[src/rtl/uart_rx_ram_wr_pkg.sv]
// Shared definitions for the RS232 receive-to-RAM path: FSM encoding and counter sizing.
package uart_rx_ram_wr_pkg;

  typedef enum logic [2:0] {
    ST_IDLE,
    ST_START,
    ST_DATA,
    ST_PARITY,
    ST_STOP,
    ST_WRITE
  } rx_state_e;

  // Bits needed to hold values 0..n-1, never less than one.
  function automatic int cnt_width(input int n);
    return (n > 1) ? $clog2(n) : 1;
  endfunction

endpackage

[src/rtl/uart_rx_ram_wr_bit_timer.sv]
// Baud-rate sample timer: `start` arms a half-bit delay, then while `run` is high
// it emits a one-cycle sample_tick every BIT_CNT clocks (bit centres).
module uart_rx_ram_wr_bit_timer
  import uart_rx_ram_wr_pkg::*;
#(
  parameter int BIT_CNT  = 5208,
  parameter int HALF_CNT = 2604
) (
  input  logic clk,
  input  logic rst,
  input  logic start,
  input  logic run,
  output logic sample_tick
);

  localparam int CNT_W = cnt_width(BIT_CNT);

  logic [CNT_W-1:0] cnt;

  // NOTE: sequential state uses non-blocking (<=) so every flop samples pre-edge values.
  always_ff @(posedge clk) begin
    if (rst) begin
      cnt <= '0;
    end else if (start) begin
      cnt <= CNT_W'(HALF_CNT - 1);
    end else if (run) begin
      if (cnt == '0) cnt <= CNT_W'(BIT_CNT - 1);
      else           cnt <= cnt - 1'b1;
    end
  end

  assign sample_tick = run && !start && (cnt == '0);

endmodule

[src/rtl/uart_rx_ram_wr.sv]
// RS232 8N1 receiver writing each good byte to sequential RAM addresses from 0.
// Define UART_RX_PARITY_EN to receive 8E1 frames with even-parity checking.
module uart_rx_ram_wr
  import uart_rx_ram_wr_pkg::*;
#(
  parameter int CLK_FREQ = 50_000_000,
  parameter int BAUD     = 9600,
  parameter int ADDR_W   = 8,
  parameter int DATA_W   = 8
) (
  input  logic              clk,
  input  logic              rst,
  input  logic              rs232_rx,
  output logic              ram_we,
  output logic [ADDR_W-1:0] ram_waddr,
  output logic [DATA_W-1:0] ram_wdata,
  output logic              rx_done,
  output logic              frame_err,
  output logic              parity_err,
  output logic              wr_full,
  output logic              state_led
);

  localparam int BIT_CNT  = CLK_FREQ / BAUD;
  localparam int HALF_CNT = BIT_CNT / 2;
  localparam int IDX_W    = cnt_width(DATA_W);

  rx_state_e         state, state_nxt;
  logic              rx_s1, rx_s2, rx_prev;
  logic              start_edge, tick, timer_run, bit_last, par_bad;
  logic [IDX_W-1:0]  bit_idx;
  logic [DATA_W-1:0] shift;
  logic [ADDR_W-1:0] addr;

  // Only a high-to-low transition starts a frame, so a held-low line (break)
  // cannot re-trigger until it has returned high.
  always_ff @(posedge clk) begin
    if (rst) begin
      rx_s1   <= 1'b1;
      rx_s2   <= 1'b1;
      rx_prev <= 1'b1;
    end else begin
      rx_s1   <= rs232_rx;
      rx_s2   <= rx_s1;
      rx_prev <= rx_s2;
    end
  end

  assign start_edge = rx_prev & ~rx_s2;
  assign timer_run  = (state == ST_START) || (state == ST_DATA) ||
                      (state == ST_PARITY) || (state == ST_STOP);
  assign bit_last   = (bit_idx == IDX_W'(DATA_W - 1));

  uart_rx_ram_wr_bit_timer #(
    .BIT_CNT  (BIT_CNT),
    .HALF_CNT (HALF_CNT)
  ) u_bit_timer (
    .clk         (clk),
    .rst         (rst),
    .start       ((state == ST_IDLE) && start_edge),
    .run         (timer_run),
    .sample_tick (tick)
  );

`ifdef UART_RX_PARITY_EN
  logic par_bit;

  always_ff @(posedge clk) begin
    if (rst)                              par_bit <= 1'b0;
    else if ((state == ST_PARITY) && tick) par_bit <= rx_s2;
  end

  assign par_bad = ^{shift, par_bit};
`else
  assign par_bad = 1'b0;
`endif

  always_ff @(posedge clk) begin
    if (rst) state <= ST_IDLE;
    else     state <= state_nxt;
  end

  // NOTE: default assignment first so no path through the comb block infers a latch.
  always_comb begin
    state_nxt = state;
    unique case (state)
      ST_IDLE:  if (start_edge) state_nxt = ST_START;
      ST_START: if (tick) state_nxt = rx_s2 ? ST_IDLE : ST_DATA;
`ifdef UART_RX_PARITY_EN
      ST_DATA:   if (tick && bit_last) state_nxt = ST_PARITY;
      ST_PARITY: if (tick) state_nxt = ST_STOP;
`else
      ST_DATA:   if (tick && bit_last) state_nxt = ST_STOP;
`endif
      ST_STOP:  if (tick) state_nxt = (!rx_s2 || par_bad) ? ST_IDLE : ST_WRITE;
      ST_WRITE: state_nxt = ST_IDLE;
      default:  state_nxt = ST_IDLE;
    endcase
  end

  // Error pulses fire on the stop-bit sample; frame_err wins over parity_err.
  always_comb begin
    ram_we     = 1'b0;
    rx_done    = 1'b0;
    frame_err  = 1'b0;
    parity_err = 1'b0;
    state_led  = (state != ST_IDLE);
    if ((state == ST_STOP) && tick) begin
      if (!rx_s2)       frame_err  = 1'b1;
      else if (par_bad) parity_err = 1'b1;
    end
    if ((state == ST_WRITE) && !wr_full) begin
      ram_we  = 1'b1;
      rx_done = 1'b1;
    end
  end

  // Address wraps to 0 after the last location; wr_full then locks out writes until reset.
  always_ff @(posedge clk) begin
    if (rst) begin
      bit_idx <= '0;
      shift   <= '0;
      addr    <= '0;
      wr_full <= 1'b0;
    end else begin
      if (state == ST_IDLE) begin
        bit_idx <= '0;
      end else if ((state == ST_DATA) && tick) begin
        shift   <= {rx_s2, shift[DATA_W-1:1]};
        bit_idx <= bit_idx + 1'b1;
      end
      if (ram_we) begin
        addr <= addr + 1'b1;
        if (addr == '1) wr_full <= 1'b1;
      end
    end
  end

  assign ram_waddr = addr;
  assign ram_wdata = shift;

endmodule
[config.mk]
export PLATFORM = sky130hd
export DESIGN_NAME = uart_rx_ram_wr
export DESIGN_NICKNAME = d
export VERILOG_FILES = /design/src/rtl/uart_rx_ram_wr_pkg.sv /design/src/rtl/uart_rx_ram_wr_bit_timer.sv /design/src/rtl/uart_rx_ram_wr.sv
export SDC_FILE = /design/constraint.sdc
export NUM_CORES = 1
export LEC_CHECK = 0
export ABC_AREA = 1
export CORE_UTILIZATION = 59
export CTS_CLUSTER_DIAMETER = 40
export DETAILED_ROUTE_END_ITERATION = 8
export PLACE_DENSITY_LB_ADDON = 0.12
export SLEW_MARGIN = 20
export SYNTH_ARGS = -nofsm -noshare
export SYNTH_HDL_FRONTEND = slang
export SYNTH_SLANG_ARGS = --single-unit
[constraint.sdc]
create_clock -name clk -period 4.06 [get_ports clk]
set_input_delay 0.812 -clock clk [delete_from_list [all_inputs] [get_ports clk]]
set_output_delay 0.812 -clock clk [all_outputs]
set_load 0.01 [all_outputs]
==> results by group <==
Yosys
  • Synthesis Warnings: 0
  • Seq cells post-synth: 39
  • Syn avg cell area: 6.868 um2
  • Synth area leaders: dfxtp_1, nor2_1, nand2_1
  • Yosys top cell by area: dfxtp_1
  • Synth async-reset ratio: 0%
  • Sequential-to-total area share from yosys stat: 40.03%
  • Synth cell types: 31
  • Post-Syn Area: 1951 um2
  • Synth Flop Type: dfxtp_1
  • Yosys top cell area share: 40.03%
  • Cells after Synth: 284
  • Post-synth EDFFs: 0
  • Mapped Nets: 292

STA
  • Setup Skew: 0.01442 ns
  • Final Worst Setup Slack: 1.200 ns
  • Setup repair after global routing missed its margin: false
  • Tmin final: 2.860 ns
  • Slew Viols, Final: 0
  • Slew @ Worst Pin: 0.5178 ns
  • Fin crit share: 70.44%
  • Max_slew headroom: 65.44%
  • Endpoints failing hold: 0
  • F_max: 349.7 MHz
  • TNS Setup: 0 ns
  • Final number of setup-violating endpoints: 0

Setup path
  • Crit path launch type: flop
  • Crit path arrival time: 2.05 ns
  • Worst-path maximum fanout: 5
  • Worst EP required: 3.25 ns
  • Worst Reg-to-Reg Cells: 7
  • CP endpoint kind: output pin
  • Critical path type: flop to output pin

Global route
  • Initial antenna violation count: 0
  • Largest net degree at the start of global routing: 21
  • Global route overflow: 0
  • Vias in the first global route: 1,518
  • First-pass GRT wire length: 6.486 mm
  • Tot GR Track Use: 24.76%

Drt
  • Wire length on met2: 1.680 mm
  • Highest Signal Layer: met4
  • Vias/cell: 5.110
  • Met3 Wirelength: 221 um
  • Remaining antenna violation count after routing: 0
  • Drt first pass iters: 4
  • Detailed-route wire length: 3.896 mm
  • Via count: 1,804
  • Residual DRC: 0
  • Routed len/inst: 11.04 um
  • DRC marker count from the first detailed-route iteration: 129
  • Met1 wire length: 1.931 mm

Cells and area
  • Synth-to-Final Area Change: 15.65%
  • Final instance area: 2256 um2
  • Layout cells sized above 1: 9.709%
  • Nets: 316
  • N_diodes: 0

Floorplanning
  • Initial Util: 62.86%
  • Die H: 59.50 um
  • Core Area: 3103 um2
  • IO Pins: 25
  • Die W: 59.50 um
  • FP Rows: 20
  • Die area: 3540 um2

Clock tree
  • CTS buffer count: 5
  • Post CTS Setup Buffer Count: 0
  • H-Tree Level Count: 2
  • Hold-fix buffers, CTS: 0
  • # resized after CTS: 0
  • Count of clock tree sinks: 39
  • Clock Path Buffers: 2
  • CTS tree: yes
  • Clk Tree Root Cell: clkbuf_4
  • Clk slew on worst S/H paths: 0.12 ns
  • Clock Latency Late Sink: 0.35 ns

Place
  • Gpl congestion: 0.8496
  • Detailed placement HPWL: 2.909 mm
  • I/O Buffers: 23
  • Post-Place Worst Slack: 1.537 ns
  • Placed inst area: 2198 um2

Power and ir drop
  • Maximum VDD drop: 338.7 uV
  • Power per Cell Area: 698.9 nW/um2
  • Static leakage: 0.001044 uW

Hold path
  • Hold Crit Class: flop to flop
  • Hold path depth: 1

Run
  • MaxCap Viol Count: 0

Outcome
  • Run status: complete, no violations
[sequential cells by signal, summed over array words and instances (netlist names)]
name,flops
rx_s2,1
bit_idx,3
wr_full,1
ram_waddr,8
state,3
u_bit_timer.cnt,13
rx_prev,1
ram_wdata,8
rx_s1,1
[critical path: stages, from the launching register on]
cell and delay [ns]:
dfxtp_1 0.35, inv_1 0.10, ha_1 0.20, nand3_1 0.11, nor2_1 0.10, nand2_1 0.13, nor3_1 0.15, clkdlybuf4s50_1 0.55
[cell type report]
cell class / count / area (um2)
multi-input combinational: 198 / 978.4
timing repair buffer: 23 / 230.2
fill: 284 / 847.1
clock inverter: 3 / 20.02
clock buffer: 5 / 37.54
tap: 44 / 55.05
sequential: 39 / 780.7
inverter: 41 / 153.9
[final timing paths]
check | startpoint | endpoint | slack [ns]
worst max-delay path | u_bit_timer.cnt[0] | frame_err | 1.20
worst min-delay path | rx_s1 | rx_s2 | 0.43
worst max register to register | state[0] | u_bit_timer.cnt[9] | 2.47
worst min register to register | rx_s1 | rx_s2 | 0.43
[cell usage after synthesis, types with 3 or more instances]
cell / instances
inv_1: 31
xnor2_1: 3
nand3_2: 3
clkbuf_1: 3
nor2_1: 50
nand3_1: 25
inv_2: 10
dfxtp_1: 39
nand4_1: 3
nand2_1: 44
nor2_2: 4
o21ai_0: 8
ha_1: 5
o21ai_1: 15
a21oi_1: 16
nor3_1: 6
[metal layers]
metal,vias up,global-route usage (%)
met5,-,0
met4,0,9.967
met3,7,7.205
met2,42,38.68
met1,794,32.07
li1,961,-
[cell families (layout without fill, tap and decap cells)]
| kind of cell | after synthesis | after routing | synth area share, % |
|---|---|---|---|
| buf+inv | 47 | 72 | 9.814 |
| flops | 39 | 39 | 40.03 |
| xor+xnor | 5 | 5 | 2.245 |
| simple gates | 145 | 145 | 33.42 |
| compound gates | 42 | 42 | 11.10 |
| other cells | 1 | 1 | 0.1922 |
| fa+ha+maj | 5 | 5 | 3.207 |
[power by group]
group | internal, uW | switching, uW | total, uW
Sequential | 461 | 71.1 | 532
Combinational | 299 | 547 | 847
Clock | 66.1 | 132 | 198
Total | 827 | 750 | 1580
[metrics by stage]
stage / utilization (%) / power (uW) / hold WS (ns) / instances
6_report: 72.70 / 1577 / 0.4269 / 353
5_1_grt: 72.70 / 1715 / 0.4837 / 353
4_1_cts: 72.70 / 1577 / 0.4273 / 353
3_5_place_dp: 70.85 / 1378 / 0.4023 / 345
3_3_place_gp: 70.85 / 1362 / 0.3921 / 345
2_1_floorplan: - / 1200 / 0.3895 / 284
[layout by cell type (no fill, tap or decap), types with 2 or more instances in the layout]
cell and n:
nor2_1 50, nand2_1 44, dfxtp_1 39, inv_1 31, nand3_1 25, clkdlybuf4s50_1 23, a21oi_1 16, o21ai_1 15
inv_2 10, o21ai_0 8, nor3_1 6, ha_1 5, clkbuf_4 5, nor2_2 4, nand3_2 3, nand4_1 3
xnor2_1 3, nand2_2 2, or2_2 2, xor2_1 2, clkinvlp_4 2
Power figures use the tool's default switching activity.
